==> config.mk <==
export PLATFORM = sky130hd
export DESIGN_NAME = reg_bank_2r1w
export DESIGN_NICKNAME = d
export VERILOG_FILES = /design/src/rtl/mini_cpu_pkg.sv /design/src/rtl/reg_bank_clr_seq.sv /design/src/rtl/reg_bank_2r1w.sv
export SDC_FILE = /design/constraint.sdc
export NUM_CORES = 1
export LEC_CHECK = 0
export CAP_MARGIN = 25
export CORE_ASPECT_RATIO = 0.5
export CORE_UTILIZATION = 50
export CTS_CLUSTER_DIAMETER = 50
export CTS_CLUSTER_SIZE = 8
export DETAILED_ROUTE_END_ITERATION = 8
export PLACE_DENSITY = 0.68
export SYNTH_ARGS = -nofsm -noshare
export SYNTH_HDL_FRONTEND = slang
export SYNTH_SLANG_ARGS = --single-unit
==> constraint.sdc <==
create_clock -name clk -period 3.1 [get_ports clk]
set_clock_uncertainty 0.1 [all_clocks]
set_input_delay 0.31 -clock clk [delete_from_list [all_inputs] [get_ports clk]]
set_output_delay 0.31 -clock clk [all_outputs]
set_load 0.02 [all_outputs]
==> src/rtl/mini_cpu_pkg.sv <==
// mini_cpu_pkg: shared Mini-CPU widths and clear-sweep state encoding
package mini_cpu_pkg;
    localparam int DATA_W_DEF = 16;
    localparam int ADDR_W_DEF = 4;
    localparam logic ST_IDLE  = 1'b0;
    localparam logic ST_CLEAR = 1'b1;
endpackage

==> src/rtl/reg_bank_clr_seq.sv <==
// reg_bank_clr_seq: clear-sweep FSM and pointer; ports clk, rst, clr in; busy, clr_we, clr_addr out
module reg_bank_clr_seq
    import mini_cpu_pkg::*;
#(
    parameter int ADDR_W = ADDR_W_DEF
) (
    input  logic              clk,
    input  logic              rst,
    input  logic              clr,
    output logic              busy,
    output logic              clr_we,
    output logic [ADDR_W-1:0] clr_addr
);
    logic              state, state_nx;
    logic [ADDR_W-1:0] ptr;
    logic              last;
    assign last = &ptr;
    // ptr parks at the last entry so the sweep can never roll into a second pass
    always_ff @(posedge clk) begin
        if (rst) begin
            state <= ST_CLEAR;
            ptr   <= '0;
        end else begin
            state <= state_nx;
            ptr   <= (state == ST_IDLE) ? '0 : (last ? ptr : ptr + 1'b1);
        end
    end
    always_comb begin
        state_nx = (state == ST_IDLE) ? (clr ? ST_CLEAR : ST_IDLE) : (last ? ST_IDLE : ST_CLEAR);
    end
    always_comb begin
        busy     = (state == ST_CLEAR);
        clr_we   = busy;
        clr_addr = ptr;
    end
endmodule

==> src/rtl/reg_bank_2r1w.sv <==
// reg_bank_2r1w: 2-read/1-write register bank with registered reads, bypass, hard-zero entry and clear sweep
// ports: clk, rst; write we/dest/data; read re/addr1/addr2 -> q1/q2/rd_valid; clr request -> busy
module reg_bank_2r1w
    import mini_cpu_pkg::*;
#(
    parameter int DATA_W   = DATA_W_DEF,
    parameter int ADDR_W   = ADDR_W_DEF,
    parameter bit ZERO_REG = 1'b0,
    parameter bit BYPASS   = 1'b1
) (
    input  logic              clk,
    input  logic              rst,
    input  logic              we,
    input  logic [ADDR_W-1:0] dest,
    input  logic [DATA_W-1:0] data,
    input  logic              re,
    input  logic [ADDR_W-1:0] addr1,
    input  logic [ADDR_W-1:0] addr2,
    input  logic              clr,
    output logic [DATA_W-1:0] q1,
    output logic [DATA_W-1:0] q2,
    output logic              rd_valid,
    output logic              busy
);
    localparam int DEPTH = 2 ** ADDR_W;
    logic [DATA_W-1:0] ram [0:DEPTH-1];
    logic              clr_we, wr_en, rd_go;
    logic [ADDR_W-1:0] clr_addr, wr_addr;
    logic [DATA_W-1:0] wr_data, rd1, rd2;

    reg_bank_clr_seq #(.ADDR_W(ADDR_W)) u_seq (
        .clk      (clk),
        .rst      (rst),
        .clr      (clr),
        .busy     (busy),
        .clr_we   (clr_we),
        .clr_addr (clr_addr)
    );

    // a hard-zero entry short-circuits before the bypass, so a write to 0 never leaks into a read
    function automatic logic [DATA_W-1:0] rd_word(input logic [ADDR_W-1:0] a);
        return (ZERO_REG && a == '0) ? '0 : (BYPASS && we && a == dest) ? data : ram[a];
    endfunction

    always_comb begin
        wr_en   = clr_we | (we & ~(ZERO_REG && dest == '0));
        wr_addr = clr_we ? clr_addr : dest;
        wr_data = clr_we ? '0 : data;
        rd_go   = re & ~busy;
        rd1     = rd_word(addr1);
        rd2     = rd_word(addr2);
    end

    always_ff @(posedge clk) begin
        if (wr_en) ram[wr_addr] <= wr_data;
    end

    always_ff @(posedge clk) begin
        if (rst) begin
            q1       <= '0;
            q2       <= '0;
            rd_valid <= 1'b0;
        end else begin
            rd_valid <= rd_go;
            if (rd_go) begin
                q1 <= rd1;
                q2 <= rd2;
            end
        end
    end
endmodule

==> results of run 1 <==
[flip-flops by register name, indices dropped and copies added (netlist names)]
register,flops
q1,16
rd_valid,1
u_seq.clr_addr,4
u_seq.busy,1
ram,256
q2,16
[area by class of cell]
cell class | count | area, µm² | area share [%]
Timing Repair Buffer | 107 | 1074 | 6.784
Sequential cell | 294 | 8449 | 53.40
Clock inverter | 1 | 16.27 | 0.1028
Inverter | 7 | 26.28 | 0.1660
Multi-Input combinational cell | 354 | 4657 | 29.43
Clock buffer | 74 | 1171 | 7.401
Tap cell | 344 | 430.4 | 2.720
[worst min-delay path: stages]
cell and delay (ns):
clkdlybuf4s50_1 0.46, mux2i_1 0.06, nand2_1 0.05
[worst paths after layout]
| kind | depth (start not counted) | startpoint | slack [ns] | endpoint |
|---|---|---|---|---|
| max reg2reg | 4 | u_seq.busy | 0.61 | ram[8][2] |
| max | 4 | u_seq.busy | 0.61 | ram[8][2] |
| min reg2reg | 1 | q2[0] | 0.38 | q2[0] |
| min | 3 | clr | 0.30 | u_seq.busy |
[layer usage]
| metal | up-vias | routed length (µm) |
|---|---|---|
| met5 | - | 0 |
| met4 | 0 | 1299 |
| met3 | 103 | 4375 |
| met2 | 530 | 16360 |
| met1 | 4155 | 14080 |
| li1 | 3267 | - |
[per-stage QoR]
step | utilization [%] | hold WS [ns] | setup WS [ns]
after floorplan | - | 0.3185 | 0.6509
after global placement | 56.81 | 0.3701 | 0.5385
after detailed placement | 56.89 | 0.3704 | 0.4723
after CTS | 61.51 | 0.2836 | 0.6141
after global routing | 61.57 | 0.3031 | 0.4876
final | 61.57 | 0.2953 | 0.6119
[logic make-up (layout without fill, tap and decap cells)]
group / after synthesis / in the layout
buf+inv: 62 / 189
fa+ha+maj: 1 / 1
xor+xnor: 9 / 9
simple gates: 67 / 67
compound gates: 144 / 144
mux: 133 / 133
flops: 294 / 294
[synthesized netlist by cell type]
cell / count
buf_2: 18
nor2b_1: 25
clkbuf_1: 25
mux2i_2: 2
and3b_1: 1
and2_1: 2
a32oi_1: 5
and3_1: 1
a21oi_1: 23
o32ai_2: 1
a21bo_2: 1
edfxtp_1: 256
nand2_1: 3
o41ai_4: 2
xnor2_1: 9
ha_1: 1
buf_1: 6
a211oi_1: 1
nand3_1: 2
nor2_1: 25
mux2i_1: 2
a31oi_1: 3
a21oi_2: 10
nor4_1: 1
or4_4: 2
nor3_1: 2
dfxtp_1: 38
mux2i_4: 1
mux4_2: 128
nor3b_2: 1
nor2_8: 1
buf_6: 6
inv_1: 7
nor2_4: 1
a22oi_1: 66
a221o_1: 32
[power groups by stage]
stage	logic (mW)	registers, mW	clock network (mW)
after floorplan	0.432	4.43	0
after global placement	0.657	4.44	0
after detailed placement	0.663	4.45	0
after CTS	0.666	4.37	4.21
after global routing	0.706	4.38	4.38
final	0.674	4.37	4.17
[cell usage in the layout, fill, tap and decap left out, types with 10 or more instances in the layout]
master           instances
edfxtp_1               256
mux4_2                 128
a22oi_1                 66
clkdlybuf4s50_1         62
clkbuf_16               42
dfxtp_1                 37
buf_4                   33
a221o_1                 32
clkbuf_1                32
a21oi_1                 22
nor2b_1                 21
nor2_2                  16
a21oi_2                 10
==> out/metrics.cfg, run 1 <==
[timing]
setup_viol = 0
timing.fmax_ghz = 0.4019
finalHoldViolations = 0
finalSetupTns_ns = 0
slew_headroom_pct = 29.71
slew_violations = 0
period_share_pct = 80.26
period_minus_slack_ns = 2.488
rsz0062_at_grt = false
worstMarginPinSlew_ns = 1.052

[synth]
muxShareOfSynthArea_pct = 22.13
synth_xor_xnor_area_share_pct = 0.5907
synth_fp_nets = 744
seq_area_frac_synth_pct = 63.31
synth_seq_cells = 294
yosys.area.top_type = edfxtp_1
synth_fa_ha_area_share_pct = 0.09376
synth_top_family_by_area = multiplexers
syn_avg_cell_area_um2 = 18.79
synthTopCellsByArea = edfxtp_1 58%, mux4_2 22%, dfxtp_1 5.7%
synth_top_area_share_pct = 57.61
synth-compound-area-share_pct = 8.767
syn_area_um2 = 13340
synth_cell_types = 36
ys_warn_count = 0
synth-simple-area-share_pct = 2.860
synth_cells = 710

[global_route]
track_usage_pct = 27.21
grt_max_degree = 65
grt_pass1_vias = 8172
use_met2_pct = 39.92
antenna_found_initial = 0
use_met3_pct = 7.364
grt_pass1_wl_um = 52920
overflow = 0
grt-busiest-layer = met2
use_met1_pct = 38.85

[critical_path]
cpMaxStageDelayCell = dfxtp_2
endpoint_kind = flop
crit_path_max_incr_delay_ns = 0.53
worstPathRequired_ns = 3.20
worstPathCellList = buf_4 > a32oi_1 > nor2_2 > buf_4
worstSetupStartpointType = flop
critPathBufInv = 2
path_delay_family = buffers and inverters
critPathMaxFanout = 19
path_class = reg -> reg
crit_top_cell = buf_4
arrival_ns = 2.59

[routing]
wire_per_inst_um = 30.58
drt-initial-drc-count = 903
first_pass_iters = 5
remaining_drc_errors = 0
vias = 8055
via_per_inst = 6.820
drt_wl_total_um = 36110
ant_nets = 0

[clock_network]
cts.sinks = 294
cts_tree = built
cts_buffers = 42
cts_resized = 0
postCtsSetupBuffers = 0
clk_path_buf_depth = 3
path_clk_slew_ns = 0.05
cts.htree.levels = 2
clk_latency_ns = 0.53
cts-root-buf = clkbuf_16
cts_hold_buffers = 0

[job]
max-cap-violations = 0

[die]
die_h_um = 117.5
rows = 41
io_pins = 67
core_area_um2 = 25700
start_util_pct = 51.92
die_area_um2 = 27380
die_width_um = 233.0

[cells_and_area]
syn2layout_area_growth_pct = 18.58
final_cells = 1181
nFillCells = 1774
finalNetCount = 840
design_area_um2 = 15820
diodes = 0
drive_gt1_share_pct = 31.06

[power_and_ir_drop]
power.density_nw_per_um2 = 582.2
ir_worst_vdd_v = 0.0003291
p_seq_share_pct = 47.5
swShare_pct = 22.08
pwr-share-clk_pct = 45.2
power_switching_mw = 2.035
finalPower_mw = 9.213
pwr-share-comb_pct = 7.3
p_int_mw = 7.179
p_leak_nw = 5.114

[placement]
placedCellCount = 1105
io_buffers = 66
hpwlAfterDp_um = 20270
routabilityCongestion = 0.8064
place_area_um2 = 14620

[worst_hold_path]
hp-class = in -> reg

[run_status]
status = completed

Power figures use the tool's default switching activity.
==> run 2: changes to the inputs <==
--- a/config.mk
+++ b/config.mk
@@ -11,7 +11,7 @@
 export CTS_CLUSTER_DIAMETER = 50
 export CTS_CLUSTER_SIZE = 8
 export DETAILED_ROUTE_END_ITERATION = 8
-export PLACE_DENSITY = 0.68
+export PLACE_DENSITY = 0.71
 export SYNTH_ARGS = -nofsm -noshare
 export SYNTH_HDL_FRONTEND = slang
 export SYNTH_SLANG_ARGS = --single-unit
==> constraint.sdc (replaced) <==
create_clock -name clk -period 2 [get_ports clk]
set_clock_uncertainty 0.1 [all_clocks]
set_input_delay 0.2 -clock clk [delete_from_list [all_inputs] [get_ports clk]]
set_output_delay 0.2 -clock clk [all_outputs]
set_load 0.02 [all_outputs]
==> out/metrics.cfg, run 2 (same netlist as run 1, synthesis figures left out) <==
[run_status]
status = finished, violations left
violations = setup timing

[global_route]
grt_max_degree = 19
antenna_found_initial = 0
overflow = 0
grt_pass1_wl_um = 56800
grt_pass1_vias = 8705
track_usage_pct = 29.27

[routing]
ant_nets = 0
vias = 8527
first_pass_iters = 5
drt_wl_total_um = 39080
wire_per_inst_um = 31.49
drt-initial-drc-count = 1142
remaining_drc_errors = 0
via_per_inst = 6.871

[placement]
hpwlAfterDp_um = 22240
dpl_worst_slack_ns = -0.3506
io_buffers = 66
place_area_um2 = 15510
placedCellCount = 1154
routabilityCongestion = 0.8503

[clock_network]
cts-root-buf = clkbuf_16
cts.sinks = 294
clk_latency_ns = 0.54
cts_tree = built
cts_buffers = 42
path_clk_slew_ns = 0.05
clk_path_buf_depth = 3
cts.htree.levels = 2

[critical_path]
cpMaxStageDelayCell = dfxtp_4
path_class = reg -> reg
critPathMaxFanout = 8
crit_top_cell = buf_6
arrival_ns = 2.46
worstPathCellList = buf_6 > and3b_2 > o32ai_4 > o41ai_4 > buf_6 > buf_12 > a21oi_2 > a221o_1
r2r_slack_ns = -0.13
crit_path_max_incr_delay_ns = 0.39
worstSetupStartpointType = flop
worstPathRequired_ns = 2.32
endpoint_kind = flop

[cells_and_area]
largest_reg_flops = 256
final_common_cell = edfxtp_1
top_register = ram
drive_gt1_share_pct = 39.80
largestRegisters = ram: 256 flops, q1: 16 flops, q2: 16 flops
final_cells = 1241
diodes = 0
final_cell_mix = 256 x edfxtp_1, 128 x mux4_2, 65 x a22oi_1, 61 x clkdlybuf4s50_1, 56 x buf_4
design_area_um2 = 17060
post-route-util_pct = 66.37
finalNetCount = 899
syn2layout_area_growth_pct = 27.83

[power_and_ir_drop]
p_leak_nw = 5.595
ir_worst_vdd_v = 0.0006153
power.density_nw_per_um2 = 859.0
finalPower_mw = 14.65

[die]
core_area_um2 = 25700
die_width_um = 233.0
die_area_um2 = 27380
rows = 41
start_util_pct = 51.92
io_pins = 67
die_h_um = 117.5

[timing]
worstMarginPinSlew_ns = 1.075
hold_slack_ns = 0.1805
setup_viol = 32
slew_violations = 0
period_share_pct = 106.6
finalSetupTns_ns = -3.348
finalHoldViolations = 0
period_minus_slack_ns = 2.132
slew_headroom_pct = 28.20
final.setup.worst_slack_ns = -0.1324
timing.fmax_ghz = 0.4690
rsz0062_at_grt = true

[worst_hold_path]
hp-class = in -> reg

[job]
max-cap-violations = 0

-- run 2: cell type report --
| type | instances | area [µm²] |
|---|---|---|
| Clock buffer | 74 | 1192 |
| Clock inverter | 2 | 28.78 |
| Fill cell | 1656 | 8643 |
| Inverter | 7 | 26.28 |
| Multi-Input combinational cell | 355 | 4996 |
| Sequential cell | 294 | 8452 |
| Tap cell | 344 | 430.4 |
| Timing Repair Buffer | 165 | 1932 |
-- run 2: path summary, 6_finish.rpt --
check / cells after the start / start / end
worst max register to register: 8 / u_seq.busy / q2[0]
worst min register to register: 1 / q2[12] / q2[12]
worst min-delay path: 3 / clr / u_seq.busy
worst max-delay path: 8 / u_seq.busy / q2[0]
-- run 2: critical path, delay by kind of cell (launching register included) --
family | cells | cell delay [ns]
AO/OA/AOI/OAI | 4 | 0.77
buffers and inverters | 3 | 0.50
flip-flops | 1 | 0.39
AND/OR/NAND/NOR | 1 | 0.26
-- run 2: what timing repair did --
action                                  in CTS  in global routing
buffers inserted                             4                  5
resized for setup                           31                 13
cloned                                       2                  0
hold buffers                                 0                  0
endpoints found under the setup margin     208                176
pin swaps                                    0                  6
-- run 2: report_power, final --
part           internal [mW]  switching [mW]  leakage (nW)
sequential              6.72          0.0552          2.71
combinational          0.625           0.655          2.30
clock                   4.02            2.58         0.581
total                   11.4            3.29          5.59
-- run 2: metal layers --
metal  wire [µm]  GRT usage [%]
met2       17420          42.52
met3        5484          9.399
met5           0              0
met1       15040          42.04
met4        1139          9.641
